===== src/rtl/vga_plot_arbiter.sv =====
// Shares one VGA pixel-write port between two requesters and a clear engine.
// Round-robin arbitration with burst lock; clear sweeps the frame one pixel per clock.
module vga_plot_arbiter #(
    parameter int          nX          = 9,
    parameter int          nY          = 8,
    parameter int          COLS        = 320,
    parameter int          ROWS        = 240,
    parameter logic [23:0] CLEAR_COLOR = 24'h000000
) (
    input  logic          CLOCK_50,
    input  logic          Resetn,
    input  logic          clear_req,
    output logic          clear_busy,
    input  logic          req0,
    input  logic          lock0,
    input  logic [nX-1:0] x0,
    input  logic [nY-1:0] y0,
    input  logic [23:0]   color0,
    output logic          gnt0,
    input  logic          req1,
    input  logic          lock1,
    input  logic [nX-1:0] x1,
    input  logic [nY-1:0] y1,
    input  logic [23:0]   color1,
    output logic          gnt1,
    output logic [nX-1:0] VGA_X,
    output logic [nY-1:0] VGA_Y,
    output logic [23:0]   VGA_COLOR,
    output logic          plot
);

    typedef enum logic [1:0] {
        IDLE,
        OWN0,
        OWN1,
        CLEAR
    } state_t;

    localparam logic [nX-1:0] XMAX = nX'(COLS - 1);
    localparam logic [nY-1:0] YMAX = nY'(ROWS - 1);

    state_t        state_q, state_d;
    logic          last_q, last_d;
    logic          pend_q, pend_d;
    logic [nX-1:0] cx_q, cx_d;
    logic [nY-1:0] cy_q, cy_d;
    logic [nX-1:0] vx_q, vx_d;
    logic [nY-1:0] vy_q, vy_d;
    logic [23:0]   vc_q, vc_d;
    logic          plot_q, plot_d;
    logic          ok0, ok1;

    // Off-screen pixels are acknowledged but never written.
    assign ok0 = (32'(x0) < 32'(COLS)) && (32'(y0) < 32'(ROWS));
    assign ok1 = (32'(x1) < 32'(COLS)) && (32'(y1) < 32'(ROWS));

    assign clear_busy = pend_q || (state_q == CLEAR);
    assign VGA_X      = vx_q;
    assign VGA_Y      = vy_q;
    assign VGA_COLOR  = vc_q;
    assign plot       = plot_q;

    // Next-state, grants, clear sweep and pixel capture.
    always_comb begin
        state_d = state_q;
        last_d  = last_q;
        pend_d  = pend_q;
        cx_d    = cx_q;
        cy_d    = cy_q;
        vx_d    = vx_q;
        vy_d    = vy_q;
        vc_d    = vc_q;
        plot_d  = 1'b0;
        gnt0    = 1'b0;
        gnt1    = 1'b0;

        if (clear_req && !clear_busy) begin
            pend_d = 1'b1;
        end

        unique case (state_q)
            IDLE: begin
                if (pend_q) begin
                    state_d = CLEAR;
                    pend_d  = 1'b0;
                    cx_d    = '0;
                    cy_d    = '0;
                end else if (req0 && (!req1 || last_q)) begin
                    gnt0 = 1'b1;
                end else if (req1) begin
                    gnt1 = 1'b1;
                end
            end
            OWN0: begin
                gnt0 = req0;
                if (!lock0) begin
                    state_d = IDLE;
                end
            end
            OWN1: begin
                gnt1 = req1;
                if (!lock1) begin
                    state_d = IDLE;
                end
            end
            CLEAR: begin
                vx_d   = cx_q;
                vy_d   = cy_q;
                vc_d   = CLEAR_COLOR;
                plot_d = 1'b1;
                if (cx_q == XMAX) begin
                    cx_d = '0;
                    if (cy_q == YMAX) begin
                        cy_d    = '0;
                        state_d = IDLE;
                    end else begin
                        cy_d = cy_q + 1'b1;
                    end
                end else begin
                    cx_d = cx_q + 1'b1;
                end
            end
            default: state_d = IDLE;
        endcase

        if (gnt0) begin
            last_d = 1'b0;
            if (lock0) begin
                state_d = OWN0;
            end
            if (ok0) begin
                vx_d   = x0;
                vy_d   = y0;
                vc_d   = color0;
                plot_d = 1'b1;
            end
        end

        if (gnt1) begin
            last_d = 1'b1;
            if (lock1) begin
                state_d = OWN1;
            end
            if (ok1) begin
                vx_d   = x1;
                vy_d   = y1;
                vc_d   = color1;
                plot_d = 1'b1;
            end
        end
    end

    // State and output registers; reset aborts any sweep in progress.
    always_ff @(posedge CLOCK_50 or negedge Resetn) begin
        if (!Resetn) begin
            state_q <= IDLE;
            last_q  <= 1'b1;
            pend_q  <= 1'b0;
            cx_q    <= '0;
            cy_q    <= '0;
            vx_q    <= '0;
            vy_q    <= '0;
            vc_q    <= '0;
            plot_q  <= 1'b0;
        end else begin
            state_q <= state_d;
            last_q  <= last_d;
            pend_q  <= pend_d;
            cx_q    <= cx_d;
            cy_q    <= cy_d;
            vx_q    <= vx_d;
            vy_q    <= vy_d;
            vc_q    <= vc_d;
            plot_q  <= plot_d;
        end
    end

endmodule


===== config.mk =====
export PLATFORM = sky130hd
export DESIGN_NAME = vga_plot_arbiter
export DESIGN_NICKNAME = d
export VERILOG_FILES = /design/src/rtl/vga_plot_arbiter.sv
export SDC_FILE = /design/constraint.sdc
export NUM_CORES = 1
export LEC_CHECK = 0
export CORE_MARGIN = 5
export CORE_UTILIZATION = 25
export DETAILED_ROUTE_END_ITERATION = 8
export HOLD_SLACK_MARGIN = 0.12
export REMOVE_ABC_BUFFERS = 1
export SYNTH_ARGS = -nofsm -noshare
export SYNTH_HDL_FRONTEND = slang
export SYNTH_SLANG_ARGS = --single-unit

===== constraint.sdc =====
create_clock -name CLOCK_50 -period 1.61 [get_ports CLOCK_50]
set_input_delay 0.483 -clock CLOCK_50 [delete_from_list [all_inputs] [get_ports CLOCK_50]]
set_output_delay 0.483 -clock CLOCK_50 [all_outputs]
set_load 0.02 [all_outputs]

==> out/results.ini, run 1 <==
[layout]
drive_gt1_frac = 0.290
nets = 690
final_util = 0.483
syn_to_final_growth_pct = 91.4
stdcell_count = 780
diodes = 0

[route]
postRouteAntennaNets = 0
drc_errors = 0
drtPass1Iterations = 4
vias = 3759
wirelength_um = 13100
routedWlPerCell_um = 16.8
viasPerCell = 4.82
drt-initial-drc-count = 143

[synth]
synthTopCellsByArea = dfrtp_1, nand2_1, nor2_1, nand3_1, a31oi_1
synth.distinct_cells = 43
seq_area_frac_synth = 0.475
synth_flop_cell = dfrtp_1
synth-seq-cells = 63
synthArstFlopShare = 1.00
synth_top_area_share = 0.468
synth.avg_cell_area_um2 = 8.19
synth_edf_count = 0
syn_inst = 405
synth_area_leader_cell = dfrtp_1
yosys_warnings = 0
syn_area_um2 = 3320

[grt]
grt_use_total = 0.151
met1_usage = 0.188
grt_pass1_vias = 3842
grt.overflow.total = 0
antenna_found_initial = 0
grt_max_degree = 64
top_usage_layer = met2
met3_usage = 0.0418
use_met2 = 0.257
grt_first_pass_wirelength_um = 19500

[floorplan]
rows = 42
core_area_um2 = 13100
dieArea_um2 = 15700
fp.dieH_um = 125
start_util = 0.253
die_w_um = 125
io_pins = 134

[critical_path]
crit_buf_inv = 2
path_cells = buf_4, a21oi_2, o211a_1, buf_6
setup.worst_path.class = reg2out
arrival_ps = 1410
max_stage_delay_ps = 560
cpLargestDelayFamily = flip-flops
cp_data_required_time_ps = 1130
cp_slowest_cell = dfstp_2
crit_path_end_kind = primary output
critPathMaxFanout = 2
startpoint_type = flop

[job]
cap_violations = 0

[pwr]
clkPwrFrac = 0.531
switching_share = 0.195
finalPower_uw = 4010
p_sw_uw = 781
power_frac_comb = 0.073
peakVddDrop_uv = 351
pwr-share-seq = 0.396
internal_power_uw = 3230
leakagePower_uw = 0.00287
powerDensity_nw_per_um2 = 632

[sta]
period_needed_ps = 1890
setup-tns-final_ps = -9230
fin_skew_ps = 6.12
rsz0062_at_grt = true
fin_ws_ps = -282
max_freq_mhz = 529
setup_viol = 52
finalCritPeriodShare = 1.18
relSlewSlack = 0.767
final_hold_viol_count = 0
drv_slew = 0
worst_slew_pin_slew_ps = 350

[place]
hpwlAfterDp_um = 8140
dp_cells = 742
io_buffers = 133
gp_congestion = 0.845

[clock_tree]
insertion_delay_ps = 330
htreeDepth = 3
cts_root_buf = clkbuf_16
clockBufferDepth = 2
clk_pin_slew_ps = 60
holdBufCountCts = 0
cts_sinks = 63
cts_buffers = 9
cts_tree = done

[status]
status = finished with violations
violations = setup timing

[min_path]
hp-class = in2async

[per-stage QoR]
| stage | hold slack, ps | setup WS [ps] | cell area, um2 |
|---|---|---|---|
| 6_report | 172 | -282 | 6350 |
| 3_5_place_dp | 518 | -904 | 5220 |
| 2_1_floorplan | 187 | -1230 | 3190 |
| 5_1_grt | 195 | -324 | 6350 |
| 3_3_place_gp | 519 | -885 | 5220 |
| 4_1_cts | 180 | -327 | 5830 |
[placed cells by master (no fill, tap or decap), types with 7 or more instances in the layout]
master and instances:
o31ai_1 7, clkbuf_16 16, clkdlybuf4s50_1 85, dlygate4sd2_1 44, o21ai_2 7, o21ai_0 9, buf_6 9, o21ai_1 9
buf_4 50, and3_4 10, nor2_1 48, buf_12 11, nand3_1 20, dfrtp_1 59, a31oi_1 24, nand3_2 11
nand2_1 83, and3_1 9
[worst reg2reg max path: stages (launching register included)]
cell and delay (ps):
dfrtp_2 430, buf_12 140, nor3b_4 230, a2111oi_4 60
buf_4 170, nand3_4 150, buf_6 160, clkbuf_16 160
nand3_2 70, a31oi_1 190
[worst paths after layout]
check	from	to	slack, ps	cells past startpoint
max in group asynchronous	Resetn	last_q	1130	2
setup reg to reg	state_q[0]	VGA_COLOR[1]	-240	9
hold / removal	Resetn	VGA_COLOR[2]	170	2
setup / recovery	last_q	gnt1	-280	4
hold reg to reg	cy_q[7]	cy_q[7]	530	1
min in group CLOCK_50	cy_q[7]	cy_q[7]	530	1
[power groups by stage]
stage	Combinational (uW)	Clock [uW]	Sequential [uW]
after CTS	290	2170	1590
after floorplan	8.53	0	1620
final	293	2130	1590
after global placement	286	0	1620
after detailed placement	287	0	1620
after global routing	316	2250	1590
[sequential cells by signal, summed over array words and instances, names as in the netlist]
register,count
VGA_Y,8
cx_q,9
last_q,1
plot,1
pend_q,1
VGA_X,9
VGA_COLOR,24
state_q,2
cy_q,8
[metal layers]
metal / share of wire / vias to the layer above
met5: 0 / -
met4: 0.011 / 0
met3: 0.050 / 10
met2: 0.50 / 104
met1: 0.44 / 1830
li1: - / 1815
[what timing repair did]
item	CTS	global route
cloned	4	8
pin swaps	14	50
buffers inserted	5	8
endpoints found under the hold margin	0	0
setup endpoints to repair	100	61
resized for setup	110	78
[area by class of cell]
| cell class | count | area, um2 |
|---|---|---|
| tap | 176 | 220 |
| timing repair buffer | 210 | 2170 |
| clock inverter | 3 | 65.1 |
| sequential | 63 | 1580 |
| fill | 1265 | 6790 |
| inverter | 5 | 18.8 |
| clock buffer | 13 | 260 |
| multi-input combinational | 310 | 2030 |
[synthesized netlist by cell type (2+ instances only)]
cell type	number
a21oi_1	6
a31oi_1	26
and2_1	2
and3_1	20
buf_1	2
buf_2	5
buf_6	2
clkbuf_1	17
dfrtp_1	62
ha_1	2
inv_1	4
nand2_1	92
nand3_1	35
nand4_1	4
nor2_1	53
nor2b_1	2
nor3b_1	2
o21ai_0	26
o31ai_1	19
[cell families (layout without fill, tap and decap cells)]
group / Yosys count / after routing / synth area share
simple gates: 220 / 220 / 0.299
compound gates: 85 / 85 / 0.166
flops: 63 / 63 / 0.475
buf+inv: 32 / 231 / 0.0437
fa+ha+maj: 2 / 2 / 0.00754
mux: 2 / 2 / 0.00641
xor+xnor: 1 / 1 / 0.00264
No activity file was read; power rests on OpenSTA's default activity.
==> inputs of run 2 (changes only) <==
--- a/config.mk
+++ b/config.mk
@@ -6,10 +6,12 @@
 export NUM_CORES = 1
 export LEC_CHECK = 0
 export CORE_MARGIN = 5
-export CORE_UTILIZATION = 25
+export CORE_UTILIZATION = 39
 export DETAILED_ROUTE_END_ITERATION = 8
 export HOLD_SLACK_MARGIN = 0.12
+export PLACE_DENSITY = 0.76
 export REMOVE_ABC_BUFFERS = 1
+export SKIP_CTS_REPAIR_TIMING = 1
 export SYNTH_ARGS = -nofsm -noshare
 export SYNTH_HDL_FRONTEND = slang
 export SYNTH_SLANG_ARGS = --single-unit
==> run 2 against run 1 <==
Net effect:
- the flow still finishes with violations (setup timing)
- clock skew rose by 10 ps
- clock power down 32%
- core utilization rose by 26 points
- power decreased by 17%
- flip-flop and latch count is the same
- worst hold slack worse by 34 ps
- first-iteration DRC count rose by 71%
- largest cell class unchanged
- sequential share of layout area rose by 0.76 points
- via count rose by 0.90%
- global-route usage increased by 5.6 points
- worst setup slack lost 120 ps
- highest routed layer unchanged
==> out/results.ini, run 2 (synthesis gave the netlist of run 1 again) <==
[status]
status = finished with violations  ; unchanged
violations = setup timing  ; unchanged

[pwr]
peakVddDrop_uv = 595  ; was 351 uV
pwr-share-seq = 0.478  ; was 0.396
power_frac_comb = 0.088  ; was 0.073
switching_share = 0.239  ; was 0.195
finalPower_uw = 3310  ; was 4010 uW
internal_power_uw = 2520  ; was 3230 uW
clkPwrFrac = 0.434  ; was 0.531
leakagePower_uw = 0.00327  ; was 0.00287 uW
powerDensity_nw_per_um2 = 539  ; was 632 nW/um2
p_sw_uw = 793  ; was 781 uW

[layout]
fill_cells = 552  ; was 1265
diodes = 0  ; unchanged
drive_gt1_frac = 0.298  ; was 0.290
stdcell_count = 696  ; was 780
syn_to_final_growth_pct = 85.4  ; was 91.4%
layout_common_cells = clkdlybuf4s50_1, nand2_1, dfrtp_1  ; unchanged
seq_area_um2 = 1580  ; about the same
multiInputGateArea_um2 = 2090  ; was 2030 um2
final_common_cell = clkdlybuf4s50_1  ; unchanged
nets = 677  ; was 690
largest_reg_flops = 24  ; unchanged

[grt]
grt.overflow.total = 0  ; unchanged
grt_pass1_vias = 3645  ; was 3842
grt_use_total = 0.207  ; was 0.151
antenna_found_initial = 0  ; unchanged
grt_first_pass_wirelength_um = 17300  ; was 19500 um
grt_max_degree = 64  ; unchanged

[sta]
worst_slew_pin_slew_ps = 430  ; was 350 ps
fin_skew_ps = 16.1  ; was 6.12 ps
period_needed_ps = 2010  ; was 1890 ps
relSlewSlack = 0.711  ; was 0.767
finalCritPeriodShare = 1.25  ; was 1.18
final_hold_viol_count = 0  ; unchanged
max_freq_mhz = 497  ; was 529 MHz
drv_slew = 0  ; unchanged
holdWs_ps = 138  ; was 172 ps
setup_viol = 57  ; was 52
rsz0062_at_grt = true  ; unchanged
fin_ws_ps = -401  ; was -282 ps

[critical_path]
crit_path_end_kind = flop  ; was primary output
rr_worst_depth = 7  ; was 9
r2r_slack_ps = -400  ; was -240 ps
startpoint_type = flop  ; unchanged
cp_data_required_time_ps = 1840  ; was 1130 ps
critPathMaxFanout = 5  ; was 2
arrival_ps = 2240  ; was 1410 ps
setup.worst_path.class = reg2reg  ; was reg2out
rr_startpoint = last_q  ; was state_q[0]
r2r-end = VGA_X[6]  ; was VGA_COLOR[1]

[clock_tree]
clk_pin_slew_ps = 80  ; was 60 ps
cts_root_buf = clkbuf_8  ; was clkbuf_16
cts_sinks = 63  ; unchanged
insertion_delay_ps = 340  ; was 330 ps
cts_tree = done  ; unchanged
cts_buffers = 9  ; unchanged
htreeDepth = 3  ; unchanged
clockBufferDepth = 2  ; unchanged

[place]
dp_cells = 664  ; was 742
io_buffers = 133  ; unchanged
gp_congestion = 0.841  ; was 0.845
pre_cts_slack_ps = -902  ; was -904 ps
hpwlAfterDp_um = 7870  ; was 8140 um

[floorplan]
fp.dieH_um = 102  ; was 125 um
dieArea_um2 = 10500  ; was 15700 um2
start_util = 0.402  ; was 0.253
rows = 33  ; was 42
die_w_um = 102  ; was 125 um
io_pins = 134  ; unchanged
core_area_um2 = 8260  ; was 13100 um2

[route]
wirelength_um = 12700  ; was 13100 um
drc_errors = 0  ; unchanged
drt-initial-drc-count = 245  ; was 143
postRouteAntennaNets = 0  ; unchanged
viasPerCell = 5.45  ; was 4.82
vias = 3793  ; was 3759
routedWlPerCell_um = 18.2  ; was 16.8 um
drtPass1Iterations = 4  ; unchanged

[min_path]
hp-class = in2async  ; unchanged

[job]
cap_violations = 0  ; unchanged

[run 2: cell count changes in the layout (fill, tap and decap cells not counted), moves of 5 or more]
cell	change
dlygate4sd2_1	-44
nand3_1	-7
clkbuf_8	+7
o21ai_1	-6
dlymetal6s2s_1	+44
nand3_2	+8
o21ai_0	+5
clkbuf_16	-12
buf_4	-6
[run 2: power by group through the flow]
| stage | registers [uW] | clock network, uW | logic, uW |
|---|---|---|---|
| after floorplan | 1620 | 0 | 8.53 |
| after global placement | 1620 | 0 | 276 |
| after detailed placement | 1620 | 0 | 280 |
| after CTS | 1580 | 1460 | 282 |
| after global routing | 1590 | 1530 | 312 |
| final | 1590 | 1440 | 291 |
[run 2: layer usage]
metal  wire, um  track usage
met5          0            0
met4        211       0.0646
met3        581       0.0451
met2       6730        0.353
met1       5150        0.263
[run 2: how the worst max path moves through the flow]
stage,slack [ps],cells past startpoint,endpoint,start
2_1_floorplan,-1230,5,VGA_X[0],req1
5_1_grt,-510,7,VGA_X[6],last_q
3_5_place_dp,-900,4,gnt0,req0
4_1_cts,-910,4,gnt0,req0
3_3_place_gp,-880,4,gnt0,req0
6_report,-400,7,VGA_X[6],last_q
[run 2: final cells by class]
cell class	count	area share
timing repair buffer	197	0.345
multi-input combinational	310	0.340
sequential	63	0.257
tap	105	0.0214
clock buffer	9	0.0201
clock inverter	7	0.0132
inverter	5	0.00305
[run 2: stage by stage]
stage                util  cell area (um2)  setup TNS (ps)
floorplan               -             3190          -50550
global placement    0.616             5090          -30200
detailed placement  0.616             5090          -33310
CTS                 0.641             5300          -26820
global route        0.745             6150          -19590
finish              0.745             6150          -14880
[run 2: critical path: stages, from the launching register on]
cell and delay (ps):
dfstp_2 580, nor3b_4 60, a2111oi_4 340, buf_4 200
nand3_4 140, buf_4 200, and3_1 150, o31ai_1 230
==> inputs of run 3 (changes only) <==
--- a/config.mk
+++ b/config.mk
@@ -6,10 +6,11 @@
 export NUM_CORES = 1
 export LEC_CHECK = 0
 export CORE_MARGIN = 5
-export CORE_UTILIZATION = 39
+export CORE_UTILIZATION = 40
+export CTS_BUF_LIST = sky130_fd_sc_hd__clkbuf_2 sky130_fd_sc_hd__clkbuf_4 sky130_fd_sc_hd__clkbuf_8
 export DETAILED_ROUTE_END_ITERATION = 8
 export HOLD_SLACK_MARGIN = 0.12
-export PLACE_DENSITY = 0.76
+export PLACE_DENSITY = 0.78
 export REMOVE_ABC_BUFFERS = 1
 export SKIP_CTS_REPAIR_TIMING = 1
 export SYNTH_ARGS = -nofsm -noshare
==> run 3 against run 2 <==
Net effect:
- first-iteration DRC count down 9.8%
- largest cell class unchanged
- the flow still finishes with violations (setup timing)
- sequential share of layout area rose by 0.073 points
- wire length barely moved
- cell count down 0.14%
- non-clock buffer count is 1 lower
- critical path type is now reg2out
- count of clock-buffer cells in the layout increased by 4
- sequential power hardly changed
- register-to-register slack gained 50 ps
- fmax up 2.4%
- combinational power up 2%
- worst setup slack gained 47 ps
==> out/results.ini, run 3 (synthesis gave the netlist of run 1 again) <==
[grt]
grt_max_degree = 50  ; was 64
antenna_found_initial = 0  ; unchanged
grt_first_pass_wirelength_um = 17300  ; unchanged
grt.overflow.total = 0  ; unchanged
grt_use_total = 0.211  ; was 0.207
grt_pass1_vias = 3624  ; was 3645

[layout]
fill_cells = 539  ; was 552
final_area_um2 = 6140  ; was 6150 um2
nets = 676  ; was 677
largest_reg_flops = 24  ; unchanged
diodes = 0  ; unchanged
final_common_cell = clkdlybuf4s50_1  ; unchanged
seq_area_um2 = 1580  ; unchanged
syn_to_final_growth_pct = 84.9  ; was 85.4%
layout_common_cells = clkdlybuf4s50_1, nand2_1, dfrtp_1  ; unchanged
multiInputGateArea_um2 = 2050  ; was 2090 um2
drive_gt1_frac = 0.283  ; was 0.298
final_util = 0.754  ; was 0.745

[floorplan]
rows = 33  ; unchanged
io_pins = 134  ; unchanged
start_util = 0.408  ; was 0.402
dieArea_um2 = 10200  ; was 10500 um2
core_area_um2 = 8130  ; was 8260 um2
fp.dieH_um = 101  ; was 102 um
die_w_um = 101  ; was 102 um

[sta]
fin_skew_ps = 11.0  ; was 16.1 ps
final_hold_viol_count = 0  ; unchanged
holdWs_ps = 536  ; was 138 ps
drv_slew = 0  ; unchanged
rsz0062_at_grt = true  ; unchanged
fin_ws_ps = -354  ; was -401 ps
setup_viol = 53  ; was 57
setup-tns-final_ps = -13980  ; was -14880 ps
period_needed_ps = 1960  ; was 2010 ps
max_freq_mhz = 509  ; was 497 MHz
worst_slew_pin_slew_ps = 451  ; was 430 ps
relSlewSlack = 0.696  ; was 0.711
finalCritPeriodShare = 1.22  ; was 1.25

[job]
cap_violations = 0  ; unchanged

[route]
routedWlPerCell_um = 18.2  ; about the same
postRouteAntennaNets = 0  ; unchanged
drt-initial-drc-count = 221  ; was 245
drtPass1Iterations = 4  ; unchanged
wirelength_um = 12700  ; about the same
vias = 3849  ; was 3793
drc_errors = 0  ; unchanged
viasPerCell = 5.54  ; was 5.45

[critical_path]
startpoint_type = flop  ; unchanged
critPathMaxFanout = 3  ; was 5
rr_worst_depth = 8  ; was 7
rr_startpoint = last_q  ; unchanged
r2r_slack_ps = -350  ; was -400 ps
r2r-end = VGA_COLOR[6]  ; was VGA_X[6]
cp_data_required_time_ps = 1130  ; was 1840 ps
crit_path_end_kind = primary output  ; was flop
arrival_ps = 1480  ; was 2240 ps
setup.worst_path.class = reg2out  ; was reg2reg

[clock_tree]
clockBufferDepth = 2  ; unchanged
htreeDepth = 3  ; unchanged
cts_sinks = 63  ; unchanged
cts_tree = done  ; unchanged
clk_pin_slew_ps = 70  ; was 80 ps
cts_buffers = 9  ; unchanged
cts_root_buf = clkbuf_8  ; unchanged
insertion_delay_ps = 340  ; about the same

[pwr]
powerDensity_nw_per_um2 = 544  ; was 539 nW/um2
peakVddDrop_uv = 409  ; was 595 uV
finalPower_uw = 3340  ; was 3310 uW
leakagePower_uw = 0.00325  ; was 0.00327 uW

[place]
placed_area_um2 = 5130  ; was 5090 um2
gp_congestion = 0.893  ; was 0.841
io_buffers = 133  ; unchanged
hpwlAfterDp_um = 8010  ; was 7870 um

[status]
violations = setup timing  ; unchanged
status = finished with violations  ; unchanged

[min_path]
min_from = cy_q[7]
min_path_cells = 1
hp-class = reg2reg  ; was in2async
worstHoldEndpoint = cy_q[7]

[run 3: cell types whose count changed in the layout (fill, tap and decap cells not counted), sizes merged]
cell | previous run | this run
buf | 64 | 61
dlygate4sd3 | 0 | 1
clkinv | 3 | 1
clkbuf | 13 | 18
inv | 7 | 5
[run 3: how the worst max path moves through the flow]
stage / startpoint / to / cells after the start
5_1_grt: last_q / VGA_COLOR[6] / 8
3_5_place_dp: req0 / gnt0 / 4
4_1_cts: req0 / gnt0 / 4
3_3_place_gp: req0 / gnt0 / 4
2_1_floorplan: req1 / VGA_X[0] / 5
6_report: last_q / gnt0 / 3
[run 3: power breakdown]
group / switching [uW] / total (uW) / leakage (uW) / internal, uW
sequential: 1.83 / 1590 / 0.000832 / 1580
combinational: 90.1 / 298 / 0.00231 / 208
clock: 620 / 1450 / 0.000106 / 833
[run 3: per-layer routing]
layer	track usage	routed length, um	vias to the layer above
met3	0.0360	948	25
li1	-	-	1783
met1	0.276	4920	1883
met2	0.348	6530	158
met4	0.0798	282	0
met5	0	0	-
[run 3: cell type report]
cell class              instances  share of cell area
repair buffers                196               0.350
multi-input cells             310               0.334
flip-flops and latches         63               0.257
clock buffers                  13              0.0271
well taps                     105              0.0214
clock inverters                 3             0.00693
inverters                       5             0.00306
[run 3: per-stage QoR]
| stage | worst slack, ps | cells |
|---|---|---|
| after floorplan | -1230 | 378 |
| after global placement | -881 | 666 |
| after detailed placement | -945 | 666 |
| after CTS | -944 | 682 |
| after global routing | -412 | 695 |
| final | -354 | 695 |
[run 3: critical path, stage by stage (launching register included)]
cell	delay, ps
dfstp_2	570
nor3b_4	60
a2111oi_4	310
buf_4	200
